## config.mk

```make
export PLATFORM = sky130hd
export DESIGN_NAME = tinker_fetch_unit_flat
export DESIGN_NICKNAME = d
export VERILOG_FILES = /design/src/rtl/tinker_pkg.sv /design/src/rtl/tinker_fetch_unit_if.sv /design/src/rtl/tinker_fetch_fifo.sv /design/src/rtl/tinker_fetch_unit.sv /design/src/flat_wrapper.sv
export SDC_FILE = /design/constraint.sdc
export NUM_CORES = 1
export LEC_CHECK = 0
export ABC_AREA = 1
export CORE_UTILIZATION = 58
export DETAILED_ROUTE_END_ITERATION = 7
export GPL_TIMING_DRIVEN = 0
export PLACE_DENSITY = 0.87
export SLEW_MARGIN = 20
export SYNTH_ARGS = -nofsm -noshare
export SYNTH_HDL_FRONTEND = slang
export SYNTH_HIERARCHICAL = 1
export SYNTH_SLANG_ARGS = --single-unit
export TNS_END_PERCENT = 1
```

## constraint.sdc

```tcl
create_clock -name clk -period 11.9 [get_ports clk]
set_clock_uncertainty 0.15 [all_clocks]
set_input_delay 2.38 -clock clk [delete_from_list [all_inputs] [get_ports clk]]
set_output_delay 2.38 -clock clk [all_outputs]
set_load 0.02 [all_outputs]
```

## src/rtl/tinker_pkg.sv

```systemverilog
// Shared types and constants for the tinker fetch path.
package tinker_pkg;

  localparam int unsigned XLEN       = 64;
  localparam int unsigned ILEN       = 32;
  localparam int unsigned INST_BYTES = 4;
  localparam logic [XLEN-1:0] RESET_PC = 64'h2000;

  typedef struct packed {
    logic [XLEN-1:0] pc;
    logic [ILEN-1:0] inst;
  } fetch_entry_t;

  typedef enum logic {
    FS_HOLD  = 1'b0,
    FS_FETCH = 1'b1
  } fetch_state_e;

  // Word-align a PC by clearing the byte-offset bits.
  function automatic logic [XLEN-1:0] align_pc(input logic [XLEN-1:0] pc);
    return pc & ~XLEN'(INST_BYTES - 1);
  endfunction

endpackage

```

## src/rtl/tinker_fetch_unit_if.sv

```systemverilog
// Fetch-unit bus bundle: instruction-memory port, decoder port and redirect port.
interface tinker_fetch_unit_if
  import tinker_pkg::*;
();

  logic            imem_req_valid;
  logic            imem_req_ready;
  logic [XLEN-1:0] imem_req_addr;
  logic            imem_rsp_valid;
  logic [ILEN-1:0] imem_rsp_data;

  logic            inst_valid;
  logic            inst_ready;
  logic [ILEN-1:0] inst_data;
  logic [XLEN-1:0] inst_pc;

  logic            redirect_valid;
  logic [XLEN-1:0] redirect_pc;

  modport master (
    output imem_req_valid,
    input  imem_req_ready,
    output imem_req_addr,
    input  imem_rsp_valid,
    input  imem_rsp_data,
    output inst_valid,
    input  inst_ready,
    output inst_data,
    output inst_pc,
    input  redirect_valid,
    input  redirect_pc
  );

  modport slave (
    input  imem_req_valid,
    output imem_req_ready,
    input  imem_req_addr,
    output imem_rsp_valid,
    output imem_rsp_data,
    input  inst_valid,
    output inst_ready,
    input  inst_data,
    input  inst_pc,
    output redirect_valid,
    output redirect_pc
  );

endinterface

```

## src/rtl/tinker_fetch_fifo.sv

```systemverilog
// Instruction buffer: sync FIFO of fetch entries with flush and a registered head.
module tinker_fetch_fifo
  import tinker_pkg::*;
#(
  parameter int unsigned DEPTH = 4
) (
  input  logic                   clk,
  input  logic                   rst_n,
  input  logic                   i_push,
  input  fetch_entry_t           i_push_data,
  input  logic                   i_pop,
  input  logic                   i_flush,
  output logic [$clog2(DEPTH):0] o_count,
  output logic                   o_valid,
  output fetch_entry_t           o_head
);

  localparam int unsigned AW = $clog2(DEPTH);
  localparam int unsigned PW = AW + 1;

  fetch_entry_t  r_mem [DEPTH];
  logic [PW-1:0] r_wr_ptr;
  logic [PW-1:0] r_rd_ptr;
  logic [PW-1:0] w_wr_ptr_next;
  logic [PW-1:0] w_rd_ptr_next;
  logic [PW-1:0] w_count;
  logic [PW-1:0] w_count_next;
  logic          w_push;
  logic          w_pop;
  fetch_entry_t  w_head_next;

  assign w_count = r_wr_ptr - r_rd_ptr;
  assign w_pop   = i_pop && (w_count != '0) && !i_flush;
  // A full buffer may still accept a push when its head leaves in the same cycle.
  assign w_push  = i_push && !i_flush && ((w_count != PW'(DEPTH)) || w_pop);

  // Next pointers and next head; the new head is either already stored or arriving now.
  always_comb begin
    w_wr_ptr_next = r_wr_ptr + PW'(w_push);
    w_rd_ptr_next = r_rd_ptr + PW'(w_pop);
    w_count_next  = w_wr_ptr_next - w_rd_ptr_next;
    w_head_next   = '0;
    if (i_flush) begin
      w_wr_ptr_next = '0;
      w_rd_ptr_next = '0;
      w_count_next  = '0;
    end else if (w_count_next != '0) begin
      if (w_push && (r_wr_ptr == w_rd_ptr_next)) begin
        w_head_next = i_push_data;
      end else begin
        w_head_next = r_mem[w_rd_ptr_next[AW-1:0]];
      end
    end
  end

  always_ff @(posedge clk) begin
    if (!rst_n) begin
      r_wr_ptr <= '0;
      r_rd_ptr <= '0;
      o_count  <= '0;
      o_valid  <= 1'b0;
      o_head   <= '0;
    end else begin
      r_wr_ptr <= w_wr_ptr_next;
      r_rd_ptr <= w_rd_ptr_next;
      o_count  <= w_count_next;
      o_valid  <= (w_count_next != '0);
      o_head   <= w_head_next;
    end
  end

  always_ff @(posedge clk) begin
    if (w_push) begin
      r_mem[r_wr_ptr[AW-1:0]] <= i_push_data;
    end
  end

endmodule

```

## src/rtl/tinker_fetch_unit.sv

```systemverilog
// Instruction fetch stage: PC/request issue with credit control, response tracking,
// redirect flush with stale-response dropping, and a buffered decoder port.
module tinker_fetch_unit
  import tinker_pkg::*;
#(
  parameter int unsigned FIFO_DEPTH      = 4,
  parameter int unsigned MAX_OUTSTANDING = 4
) (
  input  logic                clk,
  input  logic                rst_n,
  tinker_fetch_unit_if.master bus
);

  localparam int unsigned OUT_W = $clog2(MAX_OUTSTANDING + 1);
  localparam int unsigned CNT_W = $clog2(FIFO_DEPTH) + 1;
  localparam logic [XLEN-1:0] PC_STEP = XLEN'(INST_BYTES);

  fetch_state_e     r_state;
  fetch_state_e     w_state_next;
  logic [XLEN-1:0]  r_pc;
  logic [XLEN-1:0]  r_rsp_pc;
  logic [XLEN-1:0]  w_pc_next;
  logic [XLEN-1:0]  w_rsp_pc_next;
  logic [OUT_W-1:0] r_outstanding;
  logic [OUT_W-1:0] r_drop;
  logic [OUT_W-1:0] w_outstanding_next;
  logic [OUT_W-1:0] w_drop_next;

  logic [CNT_W-1:0] w_fifo_count;
  logic             w_fifo_valid;
  fetch_entry_t     w_fifo_head;
  fetch_entry_t     w_push_entry;

  logic             w_redirect;
  logic             w_rsp;
  logic [31:0]      w_credit_used;
  logic             w_credit_ok;
  logic             w_req_valid;
  logic             w_req_fire;
  logic             w_push;
  logic             w_pop;

  assign w_redirect = bus.redirect_valid;
  // Responses with nothing in flight are protocol errors and are ignored.
  assign w_rsp      = bus.imem_rsp_valid && (r_outstanding != '0);

  // Live in-flight requests plus buffered entries must leave room for every live response.
  assign w_credit_used = 32'(r_outstanding) - 32'(r_drop) + 32'(w_fifo_count);
  assign w_credit_ok   = (r_outstanding < OUT_W'(MAX_OUTSTANDING))
                      && (w_credit_used < 32'(FIFO_DEPTH));
  assign w_req_valid   = (r_state == FS_FETCH) && !w_redirect && w_credit_ok;
  assign w_req_fire    = w_req_valid && bus.imem_req_ready;

  assign w_pop        = w_fifo_valid && bus.inst_ready;
  assign w_push       = w_rsp && (r_drop == '0) && !w_redirect;
  assign w_push_entry = '{pc: r_rsp_pc, inst: bus.imem_rsp_data};

  assign bus.imem_req_valid = w_req_valid;
  assign bus.imem_req_addr  = r_pc;
  assign bus.inst_valid     = w_fifo_valid;
  assign bus.inst_data      = w_fifo_head.inst;
  assign bus.inst_pc        = w_fifo_head.pc;

  tinker_fetch_fifo #(
    .DEPTH (FIFO_DEPTH)
  ) u_fifo (
    .clk         (clk),
    .rst_n       (rst_n),
    .i_push      (w_push),
    .i_push_data (w_push_entry),
    .i_pop       (w_pop),
    .i_flush     (w_redirect),
    .o_count     (w_fifo_count),
    .o_valid     (w_fifo_valid),
    .o_head      (w_fifo_head)
  );

  // Next state: FS_HOLD keeps requests off for the first cycle out of reset.
  always_comb begin
    w_state_next       = r_state;
    w_pc_next          = r_pc;
    w_rsp_pc_next      = r_rsp_pc;
    w_outstanding_next = r_outstanding;
    w_drop_next        = r_drop;

    case (r_state)
      FS_HOLD:  w_state_next = FS_FETCH;
      FS_FETCH: w_state_next = FS_FETCH;
      default:  w_state_next = FS_HOLD;
    endcase

    if (w_redirect) begin
      w_pc_next          = align_pc(bus.redirect_pc);
      w_rsp_pc_next      = align_pc(bus.redirect_pc);
      w_outstanding_next = r_outstanding - OUT_W'(w_rsp);
      w_drop_next        = r_outstanding - OUT_W'(w_rsp);
    end else begin
      if (w_req_fire) begin
        w_pc_next = r_pc + PC_STEP;
      end
      w_outstanding_next = r_outstanding + OUT_W'(w_req_fire) - OUT_W'(w_rsp);
      if (w_rsp) begin
        if (r_drop != '0) begin
          w_drop_next = r_drop - OUT_W'(1);
        end else begin
          w_rsp_pc_next = r_rsp_pc + PC_STEP;
        end
      end
    end
  end

  always_ff @(posedge clk) begin
    if (!rst_n) begin
      r_state       <= FS_HOLD;
      r_pc          <= RESET_PC;
      r_rsp_pc      <= RESET_PC;
      r_outstanding <= '0;
      r_drop        <= '0;
    end else begin
      r_state       <= w_state_next;
      r_pc          <= w_pc_next;
      r_rsp_pc      <= w_rsp_pc_next;
      r_outstanding <= w_outstanding_next;
      r_drop        <= w_drop_next;
    end
  end

  a_rsp_has_credit: assert property (
    @(posedge clk) disable iff (!rst_n) bus.imem_rsp_valid |-> (r_outstanding != '0)
  );

endmodule

```

## src/flat_wrapper.sv

```systemverilog
// flat-port wrapper written by rule: the top's interface ports become plain ports
module tinker_fetch_unit_flat import tinker_pkg::*;
#(
  parameter int unsigned FIFO_DEPTH      = 4,
  parameter int unsigned MAX_OUTSTANDING = 4
)
  (clk, rst_n, bus_imem_req_valid, bus_imem_req_ready, bus_imem_req_addr, bus_imem_rsp_valid, bus_imem_rsp_data, bus_inst_valid, bus_inst_ready, bus_inst_data, bus_inst_pc, bus_redirect_valid, bus_redirect_pc);
  tinker_fetch_unit_if bus_i ();
  input  logic clk;
  input  logic rst_n;
  output wire logic [$bits(bus_i.imem_req_valid)-1:0] bus_imem_req_valid;
  input wire logic [$bits(bus_i.imem_req_ready)-1:0] bus_imem_req_ready;
  output wire logic [$bits(bus_i.imem_req_addr)-1:0] bus_imem_req_addr;
  input wire logic [$bits(bus_i.imem_rsp_valid)-1:0] bus_imem_rsp_valid;
  input wire logic [$bits(bus_i.imem_rsp_data)-1:0] bus_imem_rsp_data;
  output wire logic [$bits(bus_i.inst_valid)-1:0] bus_inst_valid;
  input wire logic [$bits(bus_i.inst_ready)-1:0] bus_inst_ready;
  output wire logic [$bits(bus_i.inst_data)-1:0] bus_inst_data;
  output wire logic [$bits(bus_i.inst_pc)-1:0] bus_inst_pc;
  input wire logic [$bits(bus_i.redirect_valid)-1:0] bus_redirect_valid;
  input wire logic [$bits(bus_i.redirect_pc)-1:0] bus_redirect_pc;
  assign bus_imem_req_valid = bus_i.imem_req_valid;
  assign bus_i.imem_req_ready = bus_imem_req_ready;
  assign bus_imem_req_addr = bus_i.imem_req_addr;
  assign bus_i.imem_rsp_valid = bus_imem_rsp_valid;
  assign bus_i.imem_rsp_data = bus_imem_rsp_data;
  assign bus_inst_valid = bus_i.inst_valid;
  assign bus_i.inst_ready = bus_inst_ready;
  assign bus_inst_data = bus_i.inst_data;
  assign bus_inst_pc = bus_i.inst_pc;
  assign bus_i.redirect_valid = bus_redirect_valid;
  assign bus_i.redirect_pc = bus_redirect_pc;
  tinker_fetch_unit #(.FIFO_DEPTH(FIFO_DEPTH), .MAX_OUTSTANDING(MAX_OUTSTANDING)) u_core (.clk(clk), .rst_n(rst_n), .bus(bus_i));
endmodule
```

==> flow_metrics.env <==
export IMPL_status="completed"
export IMPL_clockBufferDepth=3
export IMPL_rsz0062_at_grt="false"
export IMPL_dp_slack_ns=4.30
export IMPL_syn_avg_cell_area_sq_um=8.58
export IMPL_grt_ovfl_total=0
export IMPL_dieArea_sq_mm=0.0505
export IMPL_cpPeakStageDelay_ns=0.77
export IMPL_worst_setup_path_end_kind="flop"
export IMPL_fmax_mhz=134
export IMPL_design_area_sq_mm=0.0347
export IMPL_synth_most_common_cell="nand2_1"
export IMPL_syn_area_sq_mm=0.0288
export IMPL_synth_area_leaders="edfxtp_1 (40%), dfxtp_1 (16%), nand2_1 (9.8%), nor2_1 (8.2%), o21ai_0 (3.1%)"
export IMPL_num_io_pins=264
export IMPL_rrSetupSlack_ns=5.96
export IMPL_ff_latch_area_sq_mm=0.0163
export IMPL_fillers=3450
export IMPL_antenna_found_initial=0
export IMPL_drive_above_1_share_pct=9.69
export IMPL_cts_sinks=621
export IMPL_wire_per_inst_microns=22.2
export IMPL_synth_edff_count=384
export IMPL_multi_input_area_sq_mm=0.0106
export IMPL_synth_seq_cells=621
export IMPL_ir_drop_v=0.000134
export IMPL_grt_pass1_vias=25500
export IMPL_clockRootBuffer="clkbuf_16"
export IMPL_gp_congestion=1.03
export IMPL_final_nets=3863
export IMPL_start_util_pct=58.8
export IMPL_grt_max_degree=17
export IMPL_critical_path_depth=18
export IMPL_cp_required_ns=12.28
export IMPL_hold_viol_final=0
export IMPL_die_y_microns=225
export IMPL_syn_inst=3356
export IMPL_reg2reg_from="u_core/r_drop[1]$_SDFFE_PN0P_"
export IMPL_async_flop_share_pct=0
export IMPL_syn_to_final_growth_pct=20.7
export IMPL_totalWireLength_microns=99000
export IMPL_clk_latency_ns=0.63
export IMPL_internal_power_mw=3.74
export IMPL_dpl_cell_area_sq_mm=0.0327
export IMPL_avgViaCountPerCell=5.96
export IMPL_h_tree_depth=2
export IMPL_final_max_slew_violation_count=0
export IMPL_cts_buffers=58
export IMPL_hold_class="flop to flop"
export IMPL_cts_hold_buf=0
export IMPL_drt_initial_drc_count=3763
export IMPL_p_sw_share_pct=25.8
export IMPL_worst_pin_slew_ns=0.984
export IMPL_synth_seq_area_share_pct=56.6
export IMPL_holdWs_ns=0.363
export IMPL_power_leakage_nw=13.4
export IMPL_dp_hpwl_microns=69400
export IMPL_post_route_drc_count=0
export IMPL_reg2regPathDepth=21
export IMPL_synth_main_ff_cell="edfxtp_1"
export IMPL_numPortBuffers=259
export IMPL_postLayoutSetupSlackWorst_ns=4.43
export IMPL_seqPwrFrac_pct=49.1
export IMPL_pwr_share_clk_pct=39.5
export IMPL_track_usage_pct=38.8
export IMPL_die_width_microns=225
export IMPL_cts_tree="built"
export IMPL_pwr_density_cell_mw_per_mm2=145
export IMPL_path_common_cell="nor2_1"
export IMPL_core_sq_mm=0.0490
export IMPL_path_class="primary input to flop"
export IMPL_synth_top_cell_by_area="edfxtp_1"
export IMPL_reg2reg_to="u_core/u_fifo/o_head[50]$_SDFF_PP0_"
export IMPL_cpMaxStageDelayCell="clkdlybuf4s50_1"
export IMPL_drt_pass1_iterations=6
export IMPL_cp_top_family="simple AND/OR/NAND/NOR gates"
export IMPL_postCtsResizedCells=0
export IMPL_dr_total_vias=26500
export IMPL_post_cts_setup_buffers=0
export IMPL_endpoint="u_core/u_fifo/o_head[50]$_SDFF_PP0_"
export IMPL_p_comb_share_pct=11.5
export IMPL_hold_depth=2
export IMPL_fp_row_count=81
export IMPL_yosys_warnings=6
export IMPL_clk_pin_slew_ns=0.07
export IMPL_netlist_top_cells_count="nand2_1 (753), nor2_1 (631), edfxtp_1 (384), dfxtp_1 (237), inv_1 (221)"
export IMPL_antenna_cells=0
export IMPL_cp_max_fo=10
export IMPL_path_buf_inv=7
export IMPL_cp_start_kind="primary input"
export IMPL_period_minus_slack_ns=7.47
export IMPL_finalPower_mw=5.04
export IMPL_startpoint="bus_redirect_valid"
export IMPL_crit_chain="clkdlybuf4s50_1 > nor2_1 > buf_2 > buf_4 > inv_1 > nor2_1 > nand2_1 > inv_1 > ha_1 > ha_1 > inv_1 > fa_1 > nor2_1 > nor2_1 > nand2_2 > clkbuf_1 > nand2_1 > nor2_1"
export IMPL_cap_violations=0
export IMPL_yosysUniqueCellTypes=49
export IMPL_relSlewSlack_pct=34.2
export IMPL_p_switching_mw=1.30
export IMPL_finalSetupViolations=0
export IMPL_grt_pass1_wl_microns=146000
export IMPL_finalCritPeriodShare_pct=62.8
export IMPL_synth_top_area_share_pct=40.1
export IMPL_detail_route_antenna_nets=0
export IMPL_arrival_ns=7.85
## area by class of cell
| class | instances | area share, % |
|---|---|---|
| sequential | 621 | 46.8 |
| multi-input combinational | 2261 | 30.4 |
| timing repair buffer | 310 | 8.69 |
| clock buffer | 87 | 5.02 |
| inverter | 337 | 3.65 |
| tap | 664 | 2.39 |
| buffer | 148 | 2.13 |
| clock inverter | 22 | 0.893 |
## state kept, by name, indices dropped and copies added (netlist names)
| name | flops |
|---|---|
| u_core/u_fifo/r_mem | 384 |
| u_core/u_fifo/o_head | 96 |
| u_core/bus.imem_req_addr | 62 |
| u_core/r_rsp_pc | 62 |
| u_core/r_drop | 3 |
| u_core/r_outstanding | 3 |
| u_core/u_fifo/o_count | 3 |
| u_core/u_fifo/r_rd_ptr | 3 |
| u_core/u_fifo/r_wr_ptr | 3 |
| u_core/r_state | 1 |
| u_core/u_fifo/o_valid | 1 |
## worst min path at each step
stage	slack (ns)	end	from
final	0.36	u_core/r_drop[0]$_SDFFE_PN0P_	u_core/r_drop[0]$_SDFFE_PN0P_
after floorplan	0.32	u_core/r_drop[0]$_SDFFE_PN0P_	u_core/r_drop[0]$_SDFFE_PN0P_
after CTS	0.37	u_core/r_drop[0]$_SDFFE_PN0P_	u_core/r_drop[0]$_SDFFE_PN0P_
after global placement	0.35	u_core/r_drop[0]$_SDFFE_PN0P_	u_core/r_drop[0]$_SDFFE_PN0P_
after detailed placement	0.37	u_core/r_drop[0]$_SDFFE_PN0P_	u_core/r_drop[0]$_SDFFE_PN0P_
after global routing	0.40	u_core/r_drop[0]$_SDFFE_PN0P_	u_core/r_drop[0]$_SDFFE_PN0P_
## power by group through the flow
stage | Clock, mW | Combinational [mW] | Sequential, mW
6_report | 1.99 | 0.577 | 2.47
3_5_place_dp | 0 | 0.555 | 2.51
4_1_cts | 1.99 | 0.563 | 2.47
3_3_place_gp | 0 | 0.534 | 2.52
5_1_grt | 2.07 | 0.623 | 2.48
2_1_floorplan | 0 | 0.323 | 2.49
## metal layers
layer,vias up,track usage (%),part of all wire [%]
li1,11800,-,-
met4,0,25.7,7.8
met1,12100,45.9,34
met3,471,6.56,11
met5,-,0,0
met2,2151,65.2,47
## worst min-delay path, cell delays in order (launching register included)
cell,delay [ns]
dfxtp_1,0.34
nand2_1,0.07
a21oi_1,0.06
## cells in the final DEF, fill, tap and decap left out, types with 61 or more instances in the layout
cell	n
dfxtp_1	237
o21ai_0	181
o21ai_1	80
clkdlybuf4s50_1	259
nor2_1	631
inv_1	221
o22ai_1	95
edfxtp_1	384
inv_2	95
clkbuf_16	61
clkbuf_1	79
nand3_1	123
a21oi_1	105
nand2_1	753
## kinds of logic (layout without fill, tap and decap cells)
kind of cell,count (synthesis),count (layout),share of synthesized area (%)
flops,621,621,56.6
other cells,1,12,0.0130
buf+inv,485,904,6.98
fa+ha+maj,24,24,1.12
simple gates,1642,1642,23.5
compound gates,514,514,9.73
xor+xnor,69,69,2.10
## stage by stage
step	utilization [%]	cells	TNS, ns
2_1_floorplan	-	3367	0
3_3_place_gp	65.9	4290	-1913.73
3_5_place_dp	66.8	4341	0
4_1_cts	71.0	4450	0
5_1_grt	71.0	4450	0
6_report	71.0	4450	0
Power figures use the tool's default switching activity.
